### config.mk
export PLATFORM = sky130hd
export DESIGN_NAME = mac_accum_stage_flat
export DESIGN_NICKNAME = d
export VERILOG_FILES = /design/src/rtl/mac_acc_pkg.sv /design/src/rtl/mac_accum_stage_if.sv /design/src/rtl/accum_add.sv /design/src/rtl/mac_accum_stage.sv /design/src/flat_wrapper.sv
export SDC_FILE = /design/constraint.sdc
export NUM_CORES = 1
export LEC_CHECK = 0
export ABC_AREA = 1
export ABC_CLOCK_PERIOD_IN_PS = 2000
export CAP_MARGIN = 30
export CORE_MARGIN = 8
export CORE_UTILIZATION = 45
export DETAILED_ROUTE_END_ITERATION = 6
export HOLD_SLACK_MARGIN = 0.02
export PLACE_DENSITY = 0.86
export SETUP_SLACK_MARGIN = 0.15
export SKIP_CTS_REPAIR_TIMING = 1
export SYNTH_ARGS = -nofsm -noshare
export SYNTH_HDL_FRONTEND = slang
export SYNTH_SLANG_ARGS = --single-unit
### constraint.sdc
create_clock -name clk -period 2 [get_ports clk]
set_input_delay 0.4 -clock clk [delete_from_list [all_inputs] [get_ports clk]]
set_output_delay 0.4 -clock clk [all_outputs]
set_load 0.01 [all_outputs]
### src/rtl/mac_acc_pkg.sv
// Shared types and default sizing for the MAC accumulate stage.
// Saturating accumulation is selected by defining MAC_ACC_SAT_EN.
package mac_acc_pkg;

    typedef enum logic [1:0] {
        IDLE  = 2'd0,
        ACCUM = 2'd1,
        HOLD  = 2'd2
    } state_e;

    localparam int DEF_PROD_W    = 8;
    localparam int DEF_ACC_W     = 16;
    localparam int DEF_MAX_BEATS = 4;
    localparam int DEF_CNT_W     = $clog2(DEF_MAX_BEATS + 1);

    // All-ones accumulator value used when saturation is enabled.
    localparam logic [DEF_ACC_W-1:0] DEF_SAT_VAL = {DEF_ACC_W{1'b1}};

endpackage

### src/rtl/mac_accum_stage_if.sv
// Product-in / group-result-out handshake bundle for mac_accum_stage.
interface mac_accum_stage_if
    import mac_acc_pkg::*;
#(
    parameter int PROD_W = DEF_PROD_W,
    parameter int ACC_W  = DEF_ACC_W,
    parameter int CNT_W  = DEF_CNT_W
);
    logic              in_valid;
    logic              in_ready;
    logic [PROD_W-1:0] in_prod;
    logic              in_last;
    logic              out_valid;
    logic              out_ready;
    logic [ACC_W-1:0]  out_acc;
    logic [CNT_W-1:0]  out_count;
    logic              out_ovf;

    modport master (
        output in_valid, in_prod, in_last, out_ready,
        input  in_ready, out_valid, out_acc, out_count, out_ovf
    );

    modport slave (
        input  in_valid, in_prod, in_last, out_ready,
        output in_ready, out_valid, out_acc, out_count, out_ovf
    );
endinterface

### src/rtl/accum_add.sv
// Combinational accumulator adder: acc + zero-extended product, with carry-out.
module accum_add #(
    parameter int PROD_W = 8,
    parameter int ACC_W  = 16
) (
    input  logic [ACC_W-1:0]  a,
    input  logic [PROD_W-1:0] prod,
    output logic [ACC_W-1:0]  sum,
    output logic              cout
);
    assign {cout, sum} = {1'b0, a} + {1'b0, ACC_W'(prod)};
endmodule

### src/rtl/mac_accum_stage.sv
// Accumulates product beats into groups closed by in_last or MAX_BEATS, then holds the result.
// Define MAC_ACC_SAT_EN to saturate the sum on overflow instead of wrapping.
module mac_accum_stage
    import mac_acc_pkg::*;
#(
    parameter int PROD_W    = DEF_PROD_W,
    parameter int ACC_W     = DEF_ACC_W,
    parameter int MAX_BEATS = DEF_MAX_BEATS
) (
    input  logic               clk,
    input  logic               rst_n,
    mac_accum_stage_if.slave   io
);
    localparam int CNT_W = $clog2(MAX_BEATS + 1);

`ifdef MAC_ACC_SAT_EN
    localparam logic [ACC_W-1:0] ACC_SAT = {ACC_W{1'b1}};
`endif

    state_e             state_q, state_d;
    logic [ACC_W-1:0]   acc_q, acc_d;
    logic [CNT_W-1:0]   cnt_q, cnt_d;
    logic               ovf_q, ovf_d;

    logic               accept;
    logic               close;
    logic [ACC_W-1:0]   add_a;
    logic [ACC_W-1:0]   sum;
    logic               carry;

    assign io.in_ready  = (state_q != HOLD);
    assign io.out_valid = (state_q == HOLD);
    assign io.out_acc   = acc_q;
    assign io.out_count = cnt_q;
    assign io.out_ovf   = ovf_q;

    assign accept = io.in_valid && io.in_ready;
    // First beat of a group always starts from zero.
    assign add_a  = (state_q == IDLE) ? '0 : acc_q;

    accum_add #(
        .PROD_W (PROD_W),
        .ACC_W  (ACC_W)
    ) u_add (
        .a    (add_a),
        .prod (io.in_prod),
        .sum  (sum),
        .cout (carry)
    );

    always_comb begin
        state_d = state_q;
        acc_d   = acc_q;
        cnt_d   = cnt_q;
        ovf_d   = ovf_q;
        close   = 1'b0;
        case (state_q)
            IDLE, ACCUM: begin
                if (accept) begin
`ifdef MAC_ACC_SAT_EN
                    // Once pinned at all-ones, any further nonzero beat carries again.
                    acc_d = carry ? ACC_SAT : sum;
`else
                    acc_d = sum;
`endif
                    cnt_d   = cnt_q + CNT_W'(1);
                    ovf_d   = ovf_q | carry;
                    close   = io.in_last || (cnt_q == CNT_W'(MAX_BEATS - 1));
                    state_d = close ? HOLD : ACCUM;
                end
            end
            HOLD: begin
                if (io.out_ready) begin
                    state_d = IDLE;
                    acc_d   = '0;
                    cnt_d   = '0;
                    ovf_d   = 1'b0;
                end
            end
            default: state_d = IDLE;
        endcase
    end

    always_ff @(posedge clk or negedge rst_n) begin
        if (!rst_n) begin
            state_q <= IDLE;
            acc_q   <= '0;
            cnt_q   <= '0;
            ovf_q   <= 1'b0;
        end else begin
            state_q <= state_d;
            acc_q   <= acc_d;
            cnt_q   <= cnt_d;
            ovf_q   <= ovf_d;
        end
    end

endmodule

### src/flat_wrapper.sv
// flat-port wrapper written by rule: the top's interface ports become plain ports
module mac_accum_stage_flat import mac_acc_pkg::*;
#(
    parameter int PROD_W    = DEF_PROD_W,
    parameter int ACC_W     = DEF_ACC_W,
    parameter int MAX_BEATS = DEF_MAX_BEATS
)
  (clk, rst_n, io_in_valid, io_in_prod, io_in_last, io_out_ready, io_in_ready, io_out_valid, io_out_acc, io_out_count, io_out_ovf);
  mac_accum_stage_if #(.PROD_W(PROD_W), .ACC_W(ACC_W), .CNT_W(($clog2((4) + 1)))) io_i ();
  input  logic clk;
  input  logic rst_n;
  input wire logic [$bits(io_i.in_valid)-1:0] io_in_valid;
  input wire logic [$bits(io_i.in_prod)-1:0] io_in_prod;
  input wire logic [$bits(io_i.in_last)-1:0] io_in_last;
  input wire logic [$bits(io_i.out_ready)-1:0] io_out_ready;
  output wire logic [$bits(io_i.in_ready)-1:0] io_in_ready;
  output wire logic [$bits(io_i.out_valid)-1:0] io_out_valid;
  output wire logic [$bits(io_i.out_acc)-1:0] io_out_acc;
  output wire logic [$bits(io_i.out_count)-1:0] io_out_count;
  output wire logic [$bits(io_i.out_ovf)-1:0] io_out_ovf;
  assign io_i.in_valid = io_in_valid;
  assign io_i.in_prod = io_in_prod;
  assign io_i.in_last = io_in_last;
  assign io_i.out_ready = io_out_ready;
  assign io_in_ready = io_i.in_ready;
  assign io_out_valid = io_i.out_valid;
  assign io_out_acc = io_i.out_acc;
  assign io_out_count = io_i.out_count;
  assign io_out_ovf = io_i.out_ovf;
  mac_accum_stage #(.PROD_W(PROD_W), .ACC_W(ACC_W), .MAX_BEATS(MAX_BEATS)) u_core (.clk(clk), .rst_n(rst_n), .io(io_i));
endmodule
==> results.sh <==
export IMPL_drt_first_pass_iters=4
export IMPL_syn_area_sq_um=1590
export IMPL_place_gp_congestion=0.894
export IMPL_routed_wire_length_per_instance_um=12.7
export IMPL_internal_power_w=0.00133
export IMPL_fin_cells=332
export IMPL_timing_critical_path_cells="nor2_2 -> buf_12 -> nor2_1 -> ha_1 -> or2_4 -> nand3_1 -> nand2_1 -> nand2_1 -> nand2_1 -> a21oi_1 -> nand2_1 -> nand2_1"
export IMPL_layout_nets=311
export IMPL_antenna_found_initial=0
export IMPL_area_growth_synth_to_final_pct=40.2
export IMPL_clock_sinks=22
export IMPL_io_pins=35
export IMPL_switching_power_w=0.000960
export IMPL_hold_removal_path_class="in -> async"
export IMPL_dp_hpwl_um=3060
export IMPL_detail_route_wirelength_um=4230
export IMPL_worst_path_most_repeated_cell="nand2_1"
export IMPL_grt_first_pass_wirelength_um=6780
export IMPL_synth_area_top_cells="dfrtp_1 (35%), nand2_1 (15%), inv_1 (9.4%)"
export IMPL_final_cell_area_sq_um=2230
export IMPL_die_area_sq_um=5690
export IMPL_floorplan_initialDensity_pct=47.2
export IMPL_synthesized_area_per_cell_sq_um=6.76
export IMPL_core_sq_um=3360
export IMPL_port_buffer_count=34
export IMPL_setup_worst_path_class="reg -> reg"
export IMPL_worst_r2r_endpoint="u_core.io.out_acc[13]"
export IMPL_power_combinational_fraction_pct=60.0
export IMPL_crit_path_max_fanout=12
export IMPL_cp_data_arrival_time_ns=2.29
export IMPL_setup_viol=2
export IMPL_end_kind="register"
export IMPL_std_cell_rows=21
export IMPL_clk_insertion_delay_late_ns=0.31
export IMPL_die_height_um=75.4
export IMPL_critPathMaxStageDelay_ns=0.44
export IMPL_violations="negative setup slack"
export IMPL_synth_lib_cells_used_distinct=27
export IMPL_unrepaired_setup_endpoints_after_global_routing="yes"
export IMPL_timing_final_crit_period_ns=2.02
export IMPL_clock_tree_htree_level_count=1
export IMPL_timing_slew_headroom_pct=73.3
export IMPL_clk_pin_slew_ns=0.13
export IMPL_maxCapViolations=0
export IMPL_synth_seq_area_share_pct=34.6
export IMPL_cts_inserted_buffers=3
export IMPL_report_final_slew_viol_count=0
export IMPL_fin_setup_tns_ns=-0.0336
export IMPL_grt_max_degree=23
export IMPL_finalHoldViolations=0
export IMPL_launch_point_of_the_critical_path="u_core.state_q[0]"
export IMPL_fp_dieW_um=75.4
export IMPL_r2r_cells=12
export IMPL_tritoncts="built"
export IMPL_timing_critical_path_from_type="register"
export IMPL_critical_path_destination="u_core.io.out_acc[13]"
export IMPL_ys_warnings_count=0
export IMPL_worst_r2r_setup_slack_ns=-0.02
export IMPL_required_time_worst_endpoint_ns=2.26
export IMPL_ant_nets=0
export IMPL_reg2reg_from="u_core.state_q[0]"
export IMPL_synth_nets=259
export IMPL_grtUsageTotal_pct=14.9
export IMPL_post_route_drc_count=0
export IMPL_vias_per_cell=5.03
export IMPL_share_of_the_clock_period_used_by_the_worst_path_pct=101
export IMPL_pwr_share_seq_pct=28.8
export IMPL_max_vdd_ir_drop_v=0.000722
export IMPL_finalWorstSetupSlack_ns=-0.0239
export IMPL_gr_total_overflow=0
export IMPL_cts_root_buf="clkbuf_4"
export IMPL_place_detailed_instances=323
export IMPL_worst_pin_slew_ns=0.399
export IMPL_cp_slowest_cell="dfrtp_1"
export IMPL_commonest_cells_after_routing_fill_and_taps_aside="nand2_1 (59), inv_1 (36), clkdlybuf4s50_1 (32)"
export IMPL_synth_top_cell_area_share_pct=34.6
export IMPL_p_leak_nw=1.10
export IMPL_fin_worst_hold_slack_ns=0.417
export IMPL_fmaxAchievable_ghz=0.494
export IMPL_vias_in_the_first_global_route=1610
export IMPL_layout_drive_gt1_share_pct=15.7
export IMPL_netlist_instances=235
export IMPL_drt_first_iter_violations=139
export IMPL_status="complete, but fails checks"
export IMPL_power_per_cell_area_nw_per_um2=1030
export IMPL_yosys_register_bits=22
export IMPL_mostFrequentLayoutCell="nand2_1"
export IMPL_pwr_share_clk_pct=11.2
export IMPL_cts_max_path_buffers=2
export IMPL_post_dp_cell_area_sq_um=2080
export IMPL_diode_count=0
export IMPL_totalPowerFinal_w=0.00229
export IMPL_synth_top_cell_by_area="dfrtp_1"
export IMPL_finalClockSkew_ns=0.00357
export IMPL_routed_via_count=1669
export IMPL_p_sw_share_pct=41.9
## cell type report
type                       instances  area (sq um)
clock buffer                       4          36.3
multi-input combinational        169           952
tap                               46          57.6
fill                             299          1130
sequential                        22           551
timing repair buffer              50           478
inverter                          41           154
## synthesized netlist by cell type, drive strengths merged
cell / n
nor3b: 1
nand3b: 2
a21boi: 1
o21ai: 13
buf: 3
a22o: 1
inv: 40
nand4: 2
dfrtp: 22
nor2: 33
ha: 10
fa: 1
o31ai: 1
xor2: 1
nand3: 20
o22ai: 6
clkinv: 1
and2: 1
nand2: 65
a21oi: 8
or2: 1
nor3: 2
## worst max-delay path: cells and delay by family, from the launching register on
| family | cells | cell delay (ns) |
|---|---|---|
| AND/OR/NAND/NOR | 9 | 0.94 |
| adder cells (fa/ha/maj) | 1 | 0.32 |
| buffers and inverters | 1 | 0.15 |
| AO/OA/AOI/OAI | 1 | 0.14 |
| flip-flops | 1 | 0.44 |
## through the flow
step                worst slack, ns  utilization (%)
floorplan                     0.115                -
global placement             -0.170             61.8
detailed placement           -0.220             61.8
CTS                         -0.0976             62.8
global route                 -0.179             66.3
finish                      -0.0239             66.3
## worst min-delay path by stage
stage                            endpoint  slack [ns]  cells after the start
floorplan            u_core.io.out_acc[0]        0.10                      0
global placement    u_core.io.out_acc[15]        0.49                      2
detailed placement  u_core.io.out_acc[15]        0.50                      2
CTS                 u_core.io.out_acc[15]        0.43                      2
global route        u_core.io.out_acc[15]        0.46                      2
finish              u_core.io.out_acc[15]        0.42                      2
## power by group through the flow
stage	Clock (W)	Combinational, W	Sequential [W]
5_1_grt	0.000274	0.00153	0.000675
3_5_place_dp	0	0.00122	0.000663
2_1_floorplan	0	0.000638	0.000714
4_1_cts	0.000261	0.00123	0.000656
6_report	0.000256	0.00138	0.000659
3_3_place_gp	0	0.00120	0.000664
## routing by layer
layer  track usage [%]  up-vias  wire length, um
met3              2.37        7              236
met2              25.6       46             2020
met4              2.77        0               40
met5                 0        -                0
li1                  -      847                -
met1              19.2      769             1930
## sequential cells by signal, summed over array words and instances, names as in the netlist
name / cells
u_core.io.out_count: 3
u_core.io.out_ovf: 1
u_core.state_q: 2
u_core.io.out_acc: 16
## kinds of logic after synthesis
family / synth area share (%)
xor gates and xnor gates: 0.551
buffers and inverters: 10.8
and+or+nand+nor: 33.9
adders and majority gates: 9.13
AOI/OAI and AO/OA: 10.9
DFF: 34.6
Note: power is estimated with default switching activity, not from simulation.
